**config.mk**
```make
export PLATFORM = sky130hd
export DESIGN_NAME = bcd_scan_display
export DESIGN_NICKNAME = d
export VERILOG_FILES = /design/src/rtl/bcd_scan_display.sv
export SDC_FILE = /design/constraint.sdc
export NUM_CORES = 1
export LEC_CHECK = 0
export CAP_MARGIN = 20
export CELL_PAD_IN_SITES_DETAIL_PLACEMENT = 2
export CELL_PAD_IN_SITES_GLOBAL_PLACEMENT = 2
export CORE_ASPECT_RATIO = 1.75
export CORE_MARGIN = 4
export CORE_UTILIZATION = 27
export DETAILED_ROUTE_END_ITERATION = 10
export GPL_TIMING_DRIVEN = 0
export PLACE_DENSITY_LB_ADDON = 0.08
export REMOVE_ABC_BUFFERS = 1
export SKIP_LAST_GASP = 1
export SYNTH_ARGS = -nofsm -noshare
export SYNTH_HDL_FRONTEND = slang
export SYNTH_SLANG_ARGS = --single-unit
```
**constraint.sdc**
```tcl
create_clock -name clk -period 1.7 [get_ports clk]
set_input_delay 0.34 -clock clk [delete_from_list [all_inputs] [get_ports clk]]
set_output_delay 0.34 -clock clk [all_outputs]
set_load 0.1 [all_outputs]
```
**src/rtl/bcd_scan_display.sv**
```systemverilog
// bcd_scan_display
// Multiplexed 7-segment driver for a chain of BCD decade counters.
// A load strobe snapshots a packed BCD value into a shadow register. The
// digits of that snapshot are then scanned onto one shared segment bus, with
// one-hot digit enables, leading-zero blanking and a flag for invalid codes.
//
// Parameters:
//   DIGITS     number of BCD digits scanned; digit 0 is least significant
//   SCAN_DIV   clock cycles each digit stays selected (>= 1)
// Ports:
//   clk         system clock, rising edge
//   reset       synchronous, active-low reset
//   digits_in   packed BCD value; bits [4k+3:4k] hold digit k
//   load        capture digits_in into the shadow register on this edge
//   blank_lz    leading-zero blanking enable, used live
//   seg         {g,f,e,d,c,b,a}, active-high segments (registered)
//   an          one-hot digit enable, active-high (registered)
//   frame_done  one-cycle pulse when the scan wraps from the last digit to digit 0
//   bcd_err     high while any shadow digit is greater than 9
module bcd_scan_display #(
  parameter int unsigned DIGITS   = 3,
  parameter int unsigned SCAN_DIV = 4
) (
  input  logic                  clk,
  input  logic                  reset,
  input  logic [4*DIGITS-1:0]   digits_in,
  input  logic                  load,
  input  logic                  blank_lz,
  output logic [6:0]            seg,
  output logic [DIGITS-1:0]     an,
  output logic                  frame_done,
  output logic                  bcd_err
);

  localparam int unsigned DW = 4 * DIGITS;
  localparam int unsigned PW = (SCAN_DIV > 1) ? $clog2(SCAN_DIV) : 1;
  localparam int unsigned IW = (DIGITS > 1) ? $clog2(DIGITS) : 1;
  localparam logic [PW-1:0] PRESC_LAST = PW'(SCAN_DIV - 1);
  localparam logic [IW-1:0] IDX_LAST   = IW'(DIGITS - 1);

  logic [DW-1:0]     shadow;
  logic [PW-1:0]     presc;
  logic [IW-1:0]     idx;

  logic [3:0]        cur_digit;
  logic              cur_blank;
  logic [DIGITS:0]   upper_zero;
  logic [6:0]        seg_next;
  logic [DIGITS-1:0] an_next;
  logic              err_next;
  logic              slot_end;
  logic              frame_end;

  assign slot_end  = (presc == PRESC_LAST);
  assign frame_end = slot_end && (idx == IDX_LAST);

  // Select the current digit, decide blanking and encode it for the segments.
  always_comb begin
    cur_digit  = 4'd0;
    cur_blank  = 1'b0;
    an_next    = '0;
    err_next   = 1'b0;
    seg_next   = 7'h00;
    upper_zero = '0;

    // upper_zero[k]: every digit from k up to the top is zero (invalid counts as non-zero).
    upper_zero[DIGITS] = 1'b1;
    for (int k = DIGITS - 1; k >= 0; k--) begin
      upper_zero[k] = upper_zero[k+1] && (shadow[4*k +: 4] == 4'd0);
    end

    for (int k = 0; k < DIGITS; k++) begin
      if (idx == IW'(k)) begin
        cur_digit  = shadow[4*k +: 4];
        an_next[k] = 1'b1;
        cur_blank  = blank_lz && (k != 0) && upper_zero[k];
      end
      if (shadow[4*k +: 4] > 4'd9) begin
        err_next = 1'b1;
      end
    end

    case (cur_digit)
      4'd0:    seg_next = 7'h3F;
      4'd1:    seg_next = 7'h06;
      4'd2:    seg_next = 7'h5B;
      4'd3:    seg_next = 7'h4F;
      4'd4:    seg_next = 7'h66;
      4'd5:    seg_next = 7'h6D;
      4'd6:    seg_next = 7'h7D;
      4'd7:    seg_next = 7'h07;
      4'd8:    seg_next = 7'h7F;
      4'd9:    seg_next = 7'h6F;
      default: seg_next = 7'h40;
    endcase

    if (cur_blank) begin
      seg_next = 7'h00;
    end
  end

  // Shadow capture, scan counters and registered outputs.
  always_ff @(posedge clk) begin
    if (!reset) begin
      shadow     <= '0;
      presc      <= '0;
      idx        <= '0;
      an         <= '0;
      seg        <= 7'h00;
      frame_done <= 1'b0;
      bcd_err    <= 1'b0;
    end else begin
      if (load) begin
        shadow <= digits_in;
      end

      if (slot_end) begin
        presc <= '0;
        idx   <= (idx == IDX_LAST) ? '0 : idx + IW'(1);
      end else begin
        presc <= presc + PW'(1);
      end

      an         <= an_next;
      seg        <= seg_next;
      frame_done <= frame_end;
      // Reflects the shadow as it stood after the previous edge.
      bcd_err    <= err_next;
    end
  end

endmodule
```
Word level (Yosys, flattened, before mapping)
Memories as Yosys holds them, arrays and structs flattened. A register that Yosys moved wholly into a read port is not among the register bits.
Index checks and enable logic that the tools add are counted.
{ "totals": {"romBits": 112, "n_memories": 1, "regBits": 21, "out_inout_bits": 12, "word_cells": 37, "input_bits": 16} }
{ "memory_table": {"columns": ["name", "words", "width", "read_ports", "rd_clocked_by_memory_dff", "write_ports", "line", "rtl"], "rows": [
  ["(no name shown)", 16, 7, 1, 1, 0, "83", "case (cur_digit)"]
]} }
{ "op_classes": {"add_sub_neg": 2, "eq_ne": 3, "reduce_logical": 9, "n_lt_le_gt_ge": 3, "mux": 12, "bitwise": 1} }
{ "op_table": {"columns": ["op", "count"], "rows": [
  ["$gt 4x4->1 const B", 3],
  ["$mux 4", 3],
  ["$logic_not 4->1", 2],
  ["$mux 1", 8],
  ["$add 2x1->2 const B", 2],
  ["$eq 2x2->1 const B", 2],
  ["$logic_and 1x1->1", 4],
  ["$reduce_or 2->1", 2],
  ["$eq 2x1->1 const B", 1],
  ["$logic_not 2->1", 1],
  ["$mux 2", 1],
  ["$not 1->1", 1]
]} }

Logic depth before layout (Yosys ltp)
Gate-level depths: netlist (run 1).
{ "logic_depth": {"ltp_word": 6, "depth_mapped": 9} }

Worst setup path before layout (run 1)
No wires, ideal clock.
{ "synth_timing": {"path_type": "reg-to-reg", "start": "register idx[1]", "end": "register seg[0]", "synth_period_minus_slack_ns": 1.822, "t_arrival_ns": 1.743, "slack_ns": -0.122, "stages_incl_launch_ff": 9, "path_buffers": 2, "setup_ns": 0.079, "cell_sequence": "dfxtp_1 buf_6 buf_2 mux2i_1 o22a_1 inv_1 ha_1 mux2_4 a211oi_2"} }
{ "synth_between": {"elab_chain_len": 4} }
{ "synth_rtl": {"columns": ["item", "line", "rtl"], "rows": [
  ["start: declaration", "43", "logic [IW-1:0] idx;"],
  ["start signal: assignment", "119", "idx <= (idx == IDX_LAST) ? '0 : idx + IW'(1);"],
  ["$eq 2x1->1 or $logic_not 2->1 (tied branches)", "73", "if (idx == IW'(k)) begin"],
  ["$mux 1 or $mux 4 (tied branches) (2 in series)", "73", null],
  ["$reduce_or 2->1 (no source line) or $mux 4 (tied branches)", null, null],
  ["end: declaration", "29", "output logic [6:0] seg,"]
]} }
Several ways; a longest one is shown, not always the timed one.
A chain may end at the register's enable or synchronous reset.

Worst setup path in the final report (run 1)
Ends and elaborated chain as after synthesis.

==> results list, run 1 <==
- Overall die area: between 5000 and 6000 µm²
* Sink count of the clock tree: 28
- The tool flagged a number of max-cap violations equal to 0.
* Async set-reset flop share out of synthesis: 0%
- The initial antenna violation count was 0.
- Setup repair after global routing could not meet its margin everywhere.
- Sum of overflow across all layers after global routing: 0
- Result of the run: complete, no violations
- After synthesis the cells add up to around 1200 µm².
- Warnings from Yosys: 0
- Share of cell area taken by muxes after synthesis: 18.3%
- Clock latency of the later-clocked register in the worst-skew pair: between 200 and 300 ps
- Routability cong.: between 0.6 and 0.7
* Cell types occupying the most area after synthesis: sky130_fd_sc_hd__dfxtp_1 45%, sky130_fd_sc_hd__mux2i_1 16%, sky130_fd_sc_hd__ha_1 7.1%
* Port buffer count: 27
- Max Clock Freq: a little over 600 MHz
* Sequential-to-total area share from yosys stat: 45.3%
* Worst slew margin: between 50% and 60%
- The region available for standard cell placement spans 4400 µm².
- Average via count per standard cell: between 4 and 5
* Number of instances in the synthesized netlist: between 100 and 150
* Fin crit period: approximately 1600 ps
* Post-synthesis cell type with the largest combined area: sky130_fd_sc_hd__dfxtp_1
- Classification of the worst setup path: flop to flop
* Most numerous cell types in the synthesized netlist: 28 x sky130_fd_sc_hd__dfxtp_1, 20 x sky130_fd_sc_hd__mux2i_1, 15 x sky130_fd_sc_hd__nor2_1, 7 x sky130_fd_sc_hd__ha_1, 6 x sky130_fd_sc_hd__inv_1
* Detailed-router iteration count before antenna repair: 2
- The tightest min-delay check is of the flop to flop type.
- FF-to-FF End: seg[0]$_SDFF_PP0_
- The number of hold-slack violations in the final timing report is 0.
- Between clock sinks in the finished design, the worst skew comes to 5.37 ps.
* Fraction of post-synthesis cell area in the top cell type by area: 45.3%
- After the last flow step, the layout net total stands at 177.
- CTS built an H-tree with a depth of 1.
- The floorplan has 32 rows.
- The worst hold path begins at presc[0]$_SDFF_PP0_.
- Setup Slack @ Placement: -599 ps
- The first routing iteration left 13 violations.
- Wire length of the first global-routing pass: 5.49 mm
* Placed Area: between 1500 and 2000 µm²
- Arrival time worst endpoint: 1830 ps
- Static Leakage: 0.687 nW
* Synthesized-area fraction occupied by ao, oa, aoi and oai cells: 12.8%
- The final route contains approximately 980 vias.
- VDD sags by at most 0.370 mV.
* Antenna Nets Post-Route: 0
- A synthesized cell averages just over 10 µm².
- Worst reg2reg startpoint: idx[1]$_SDFFE_PN0P_
- Total power for the finished layout comes to roughly 1.6 mW.
- Summed over all failing endpoints, the final setup total negative slack is 0 ps.
- Final number of max-transition violations: 0
* Number of CTS-inserted buffers: 3
* Required time at the worst-slack endpoint: 1900 ps
- Among all flip-flop cells after synthesis, the most frequent one is sky130_fd_sc_hd__dfxtp_1.
- Worst Setup End Kind: flop
- The longest clock path from root to sink contains 2 buffers.
- Number of antenna repair diodes: 0
* TritonCTS clock tree: yes
- By area, the combinational part of the netlist is dominated by multiplexers.
* Fillers: 498
* Number of hold-repair buffers added at the cts stage: 0
- Worst-path clk slew: 90 ps
* Least-Margin Pin Slew: about 740 ps
- The worst register-to-register path has a depth of 6.
- Entering global routing, the biggest net connects 16 pins.
- sky130_fd_sc_hd__dfxtp_1 is the most common cell in the netlist.
- Synthesis instantiated 29 different standard cells from the library.
* Finish-stage setup viols: 0
- Type of element launching the critical path: flop
* Synthesized-area fraction occupied by xor and xnor cells: 0%
- Number of enable-type register cells in the synthesized netlist: 0
- After detailed routing, the average wire length per cell comes to about 16 µm.
* Boundary pin count: 28
* Die width: around 59 µm
- For hold timing, the worst endpoint is presc[0]$_SDFF_PP0_.
- Reg-to-reg setup timing slack: 70 ps
* Post-route cell area: 1680 µm²
- Area delta synth->final: 35.6%
* CP startpoint: idx[1]$_SDFFE_PN0P_
- Chip Height: around 100 µm
* Power density over cell area: 961 nW/µm²
* Clock root buffer: sky130_fd_sc_hd__clkbuf_8
- Once detailed placement completed, the half-perimeter wirelength came to between 2 and 2.5 mm.
- Summing the areas of all and, or, nand and nor instances in the mapped netlist gives 11.1% of the synthesized area.
- Post-detailed-route DRC marker count: 0
- After synthesis the netlist holds a flip-flop and latch count of 28.
- Number of cells on the worst hold path: 1
- Worst-case setup margin in the final layout: 65.5 ps
- Global router's overall resource usage: roughly an eighth
- Along the worst path, the maximum fanout reaches 7.
- Adder-cell area share of the yosys netlist: 7.08%
* Final Routed Wirelength: ~3.3 mm
- Final worst-path cycle share: 96.1%
- In the final layout, the share of cells above drive strength 1 is 24.3%.
- The via count of the first global-routing pass was 1,144.
* Initial Utilization: 28.1%
## sequential cells by signal (all words and copies together), names as in the netlist
register / count
idx: 2
presc: 2
shadow: 12
an: 3
frame_done: 1
bcd_err: 1
seg: 7
## critical path, stage by stage, from the launching register on
cell	delay, ps
sky130_fd_sc_hd__dfxtp_4	410
sky130_fd_sc_hd__mux2i_1	210
sky130_fd_sc_hd__o22a_2	190
sky130_fd_sc_hd__inv_1	70
sky130_fd_sc_hd__ha_1	210
sky130_fd_sc_hd__mux2_4	260
sky130_fd_sc_hd__a211oi_2	210
## layer usage
metal  up-vias  share of wire, %  global-route usage [%]
met5         -                 0                       0
met2        11                61                    25.2
met4         0              0.84                    4.19
met3         2               3.3                    1.60
li1        483                 -                       -
met1       482                35                    11.8
## worst max path at each step
stage / to / slack, ps / depth (start not counted)
global route: seg[2]$_SDFF_PP0_ / -50 / 4
CTS: seg[0]$_SDFF_PP0_ / -30 / 6
finish: seg[0]$_SDFF_PP0_ / 70 / 6
detailed placement: seg[4]$_SDFF_PP0_ / -600 / 5
floorplan: seg[0]$_SDFF_PP0_ / -140 / 6
global placement: seg[4]$_SDFF_PP0_ / -530 / 5
## layout make-up
type	count	area [µm²]	area share, %
tap	51	63.8	3.80
timing repair buffer	34	340	20.3
timing repair inverter	1	5.00	0.298
clock buffer	3	41.3	2.46
sequential	28	568	33.9
multi-input combinational	80	633	37.7
inverter	6	26.3	1.57
## cells in the final DEF, fill, tap and decap left out, drive strengths merged, types with 2 or more instances in the layout
cell type	netlist	routed
nor3	3	3
nor2b	2	2
clkinvlp	0	2
o22a	4	4
dfxtp	28	28
nor2	15	15
o21ai	3	3
mux2	2	2
a21oi	4	4
nand2	4	4
nor4	2	2
and2	2	2
clkbuf	2	3
inv	6	5
clkdlybuf4s15	0	12
clkdlybuf4s50	0	14
buf	5	7
ha	7	7
a211oi	5	5
mux2i	20	20
## repair_timing
action	CTS	global route
pin swaps	0	3
resized for setup	46	3
setup endpoints to repair	19	5
buffers inserted	4	3
gates cloned	1	0
## metrics by stage
stage	instances	utilization, %	hold slack (ps)
floorplan	114	-	404
global placement	192	34.7	414
detailed placement	192	34.7	431
CTS	200	37.4	441
global route	203	38.1	470
finish	203	38.1	431
## cell families (layout without fill, tap and decap cells)
logic type	Yosys count	after routing
AO/OA/AOI/OAI	21	21
adder cells (fa/ha/maj)	7	7
multiplexers	22	22
buffers and inverters	13	44
flip-flops	28	28
AND/OR/NAND/NOR	30	30
## report_power, final
| part | internal (mW) | switching (mW) |
|---|---|---|
| Combinational | 0.161 | 0.354 |
| Sequential | 0.711 | 0.0343 |
| Clock | 0.159 | 0.193 |
No activity file was read; power rests on OpenSTA's default activity.
==> inputs of run 2 (changes only) <==
clock period = 1.47 ns   (was 1.7 ns; I/O delays follow)
==> results list, run 2 (synthesis results as in run 1) <==
- The full die area was 5770 µm² (unchanged).
- The area of placed instances was 1530 µm² (unchanged).
- Overall power after layout: 1.95 mW (was 1.61 mW)
- The post-route antenna net violation count came to 0 (unchanged).
* Routability cong.: 0.687 (unchanged)
* Post-detailed-route DRC marker count: 0 (unchanged)
* Finish-stage setup viols: 7 (was 0)
- Critical-path maximum fanout: 7 (unchanged)
- Largest registers: shadow x12, seg x7, an x3 (unchanged).
- The cell at the root of the clock tree is sky130_fd_sc_hd__clkbuf_8 (unchanged).
- Sink count of the clock tree: 28 (unchanged)
- Clk buf depth: 2 (unchanged)
* Number of antenna violations at the first check in global routing: 0 (unchanged)
- Initial Utilization: 28.1% (unchanged)
- Die width: 59.2 µm (unchanged)
- The worst slew slack as a fraction of its limit came to 51.2% (was 50.7%).
* Via Count: 1,014 (was 978)
- The static leakage power is 0.724 nW (was 0.687 nW).
- Number of max-cap violations: 0 (unchanged)
* Largest vdd supply drop: 0.431 mV (was 0.370 mV)
* Final number of max-transition violations: 0 (unchanged)
* Series of cell instances along the critical path: mux2i_1 > o22a_2 > inv_2 > ha_4 > mux2_4 > a211oi_2 (was mux2i_1 > o22a_2 > inv_1 > ha_1 > mux2_4 > a211oi_2)
* Result of the run: finished with violations (was complete, no violations)
- The peak per-stage delay on the critical path came to 410 ps (about the same).
- The final reports fail on negative setup slack.
* Setup Skew: 6.33 ps (was 5.37 ps)
- Max reg flops: 12 (unchanged)
- Final Routed Wirelength: 3.69 mm (was 3.34 mm)
- Combined area of the multi-input logic cells: 728 µm² (was 633 µm²)
- Post-route cell area: 1820 µm² (was 1680 µm²)
* Unrepaired setup endpoints after global routing: true (unchanged)
- Via count of the first global-routing pass: 1,167 (was 1,144)
- The height of the die came to 97.6 µm (unchanged).
- The I/O pin total is 28 (unchanged).
* Worst-case setup margin in the final layout: -114 ps (was 65.5 ps)
- The worst hold margin was 431 ps (about the same).
- The layout overhead on the synthesized area came to 47.0% (was 35.6%).
* Classification of the worst setup path: flop to flop (unchanged)
- The number of iterations in the first detailed-routing pass was 2 (unchanged).
* Register with the most flip-flops: shadow (unchanged)
* Clock latency of the later-clocked register in the worst-skew pair: 270 ps (about the same)
- The H-tree depth reported by CTS is 1 (unchanged).
* Placeable core area: 4400 µm² (unchanged)
* Sum of overflow across all layers after global routing: 0 (unchanged)
* Final hold violation count: 0 (unchanged)
* Setup Slack @ Placement: -783 ps (was -599 ps)
* Power density over cell area: 1070 nW/µm² (was 961 nW/µm²)
- Worst Setup End Kind: flop (unchanged)
- Leading cell types in the layout, fill and taps excluded: 26 x sky130_fd_sc_hd__dfxtp_1, 19 x sky130_fd_sc_hd__mux2i_1, 14 x sky130_fd_sc_hd__nor2_1 (was 26 x sky130_fd_sc_hd__dfxtp_1, 20 x sky130_fd_sc_hd__mux2i_1, 14 x sky130_fd_sc_hd__nor2_1, 14 x sky130_fd_sc_hd__clkdlybuf4s50_1, 12 x sky130_fd_sc_hd__clkdlybuf4s15_2).
- The critical path launch point type is a flop (unchanged).
- Average via count per standard cell: 4.83 (was 4.82)
- The number of rows created at floorplan is 32 (unchanged).
- Half-perimeter wire length after placement: 2.45 mm (unchanged)
* Fin nets: 184 (was 177)
- Required time at the worst-slack endpoint: 1670 ps (was 1900 ps)
- Wire length of the first global-routing pass: 5.77 mm (was 5.49 mm)
* Number of antenna repair diodes: 0 (unchanged)
- The class of the worst hold path is flop to flop (unchanged).
* Global router's overall resource usage: 13.2% (was 12.5%)
- Least-Margin Pin Slew: 732 ps (was 737 ps)
- The data arrival time of the critical path is 1780 ps (was 1830 ps).
* Wirelength per Cell: 17.6 µm (was 16.4 µm)
- Max Clock Freq: 631 MHz (was 612 MHz)
* Final worst-path cycle share: 108% (was 96.1%)
- The number of violations reported at the end of detailed-routing iteration 0 came to 8 (was 13).
- The minimum clock period after layout came to 1580 ps (was 1630 ps).
- Fillers: 487 (was 498)
- Most frequent standard cell in the layout excluding fill and tap cells: sky130_fd_sc_hd__dfxtp_1 (unchanged)
* TritonCTS clock tree: yes (unchanged)
* Crit path max-delay cell type: sky130_fd_sc_hd__dfxtp_4 (unchanged)
* Seq. cell area: 568 µm² (unchanged)
- The number of port buffers was 27 (unchanged).
* Worst-path clk slew: 100 ps (was 90 ps)
- Maximum number of pins on one net before global-route repair: 16 (unchanged)
- The layout cell share with drive strength beyond 1 is 36.5% (was 24.3%).
- The CTS buffer count came to 3 (unchanged).
## run 2: cell count changes in the layout (fill, tap and decap cells not counted), sizes merged
cell | before | now
clkdlybuf4s18 | 0 | 4
buf | 7 | 15
dlygate4sd2 | 0 | 2
clkdlybuf4s15 | 12 | 7
dlymetal6s2s | 1 | 0
clkdlybuf4s50 | 14 | 13
## run 2: layer usage
| layer | global-route usage (%) | wire length [µm] | share of wire [%] |
|---|---|---|---|
| met5 | 0 | 0 | 0 |
| met4 | 4.19 | 28 | 0.76 |
| met3 | 1.60 | 112 | 3.0 |
| met2 | 26.9 | 2330 | 63 |
| met1 | 12.5 | 1220 | 33 |
## run 2: critical path: cells and delay by family, from the launching register on
kind | cells | cell delay [ps]
AOI/OAI and AO/OA | 2 | 400
adders and majority gates | 1 | 160
buffers and inverters | 1 | 80
DFF | 1 | 410
muxes | 2 | 470
## run 2: final timing paths
kind	slack, ps	depth (start not counted)	start	endpoint
min reg2reg	430	1	presc[0]$_SDFF_PP0_	presc[0]$_SDFF_PP0_
max	-110	6	idx[1]$_SDFFE_PN0P_	seg[0]$_SDFF_PP0_
min	430	1	presc[0]$_SDFF_PP0_	presc[0]$_SDFF_PP0_
max reg2reg	-110	6	idx[1]$_SDFFE_PN0P_	seg[0]$_SDFF_PP0_
## run 2: power breakdown
part	leakage [nW]	switching (mW)	internal, mW
registers	0.233	0.0377	0.823
clock network	0.0216	0.231	0.184
logic	0.470	0.444	0.227
## run 2: area by class of cell
type / instances / share of cell area, %
well taps: 51 / 3.51
clock buffers: 3 / 2.27
repair buffers: 41 / 21.1
multi-input cells: 80 / 40.0
flip-flops and latches: 28 / 31.2
inverters: 6 / 1.58
repair inverters: 1 / 0.275
## run 2: through the flow
| step | setup TNS (ps) | utilization (%) | cells |
|---|---|---|---|
| global placement | -10910 | 34.7 | 192 |
| global route | -1040 | 41.3 | 210 |
| detailed placement | -11800 | 34.7 | 192 |
| finish | -514 | 41.3 | 210 |
| CTS | -490 | 39.7 | 204 |
| floorplan | -1510 | - | 114 |
## run 2: timing repair
item	CTS	global route
setup buffers	8	7
pin swaps	7	6
cloned	1	0
gates resized for setup	66	14
hold buffers	0	0
endpoints found under the hold margin	0	0
endpoints found under the setup margin	23	12
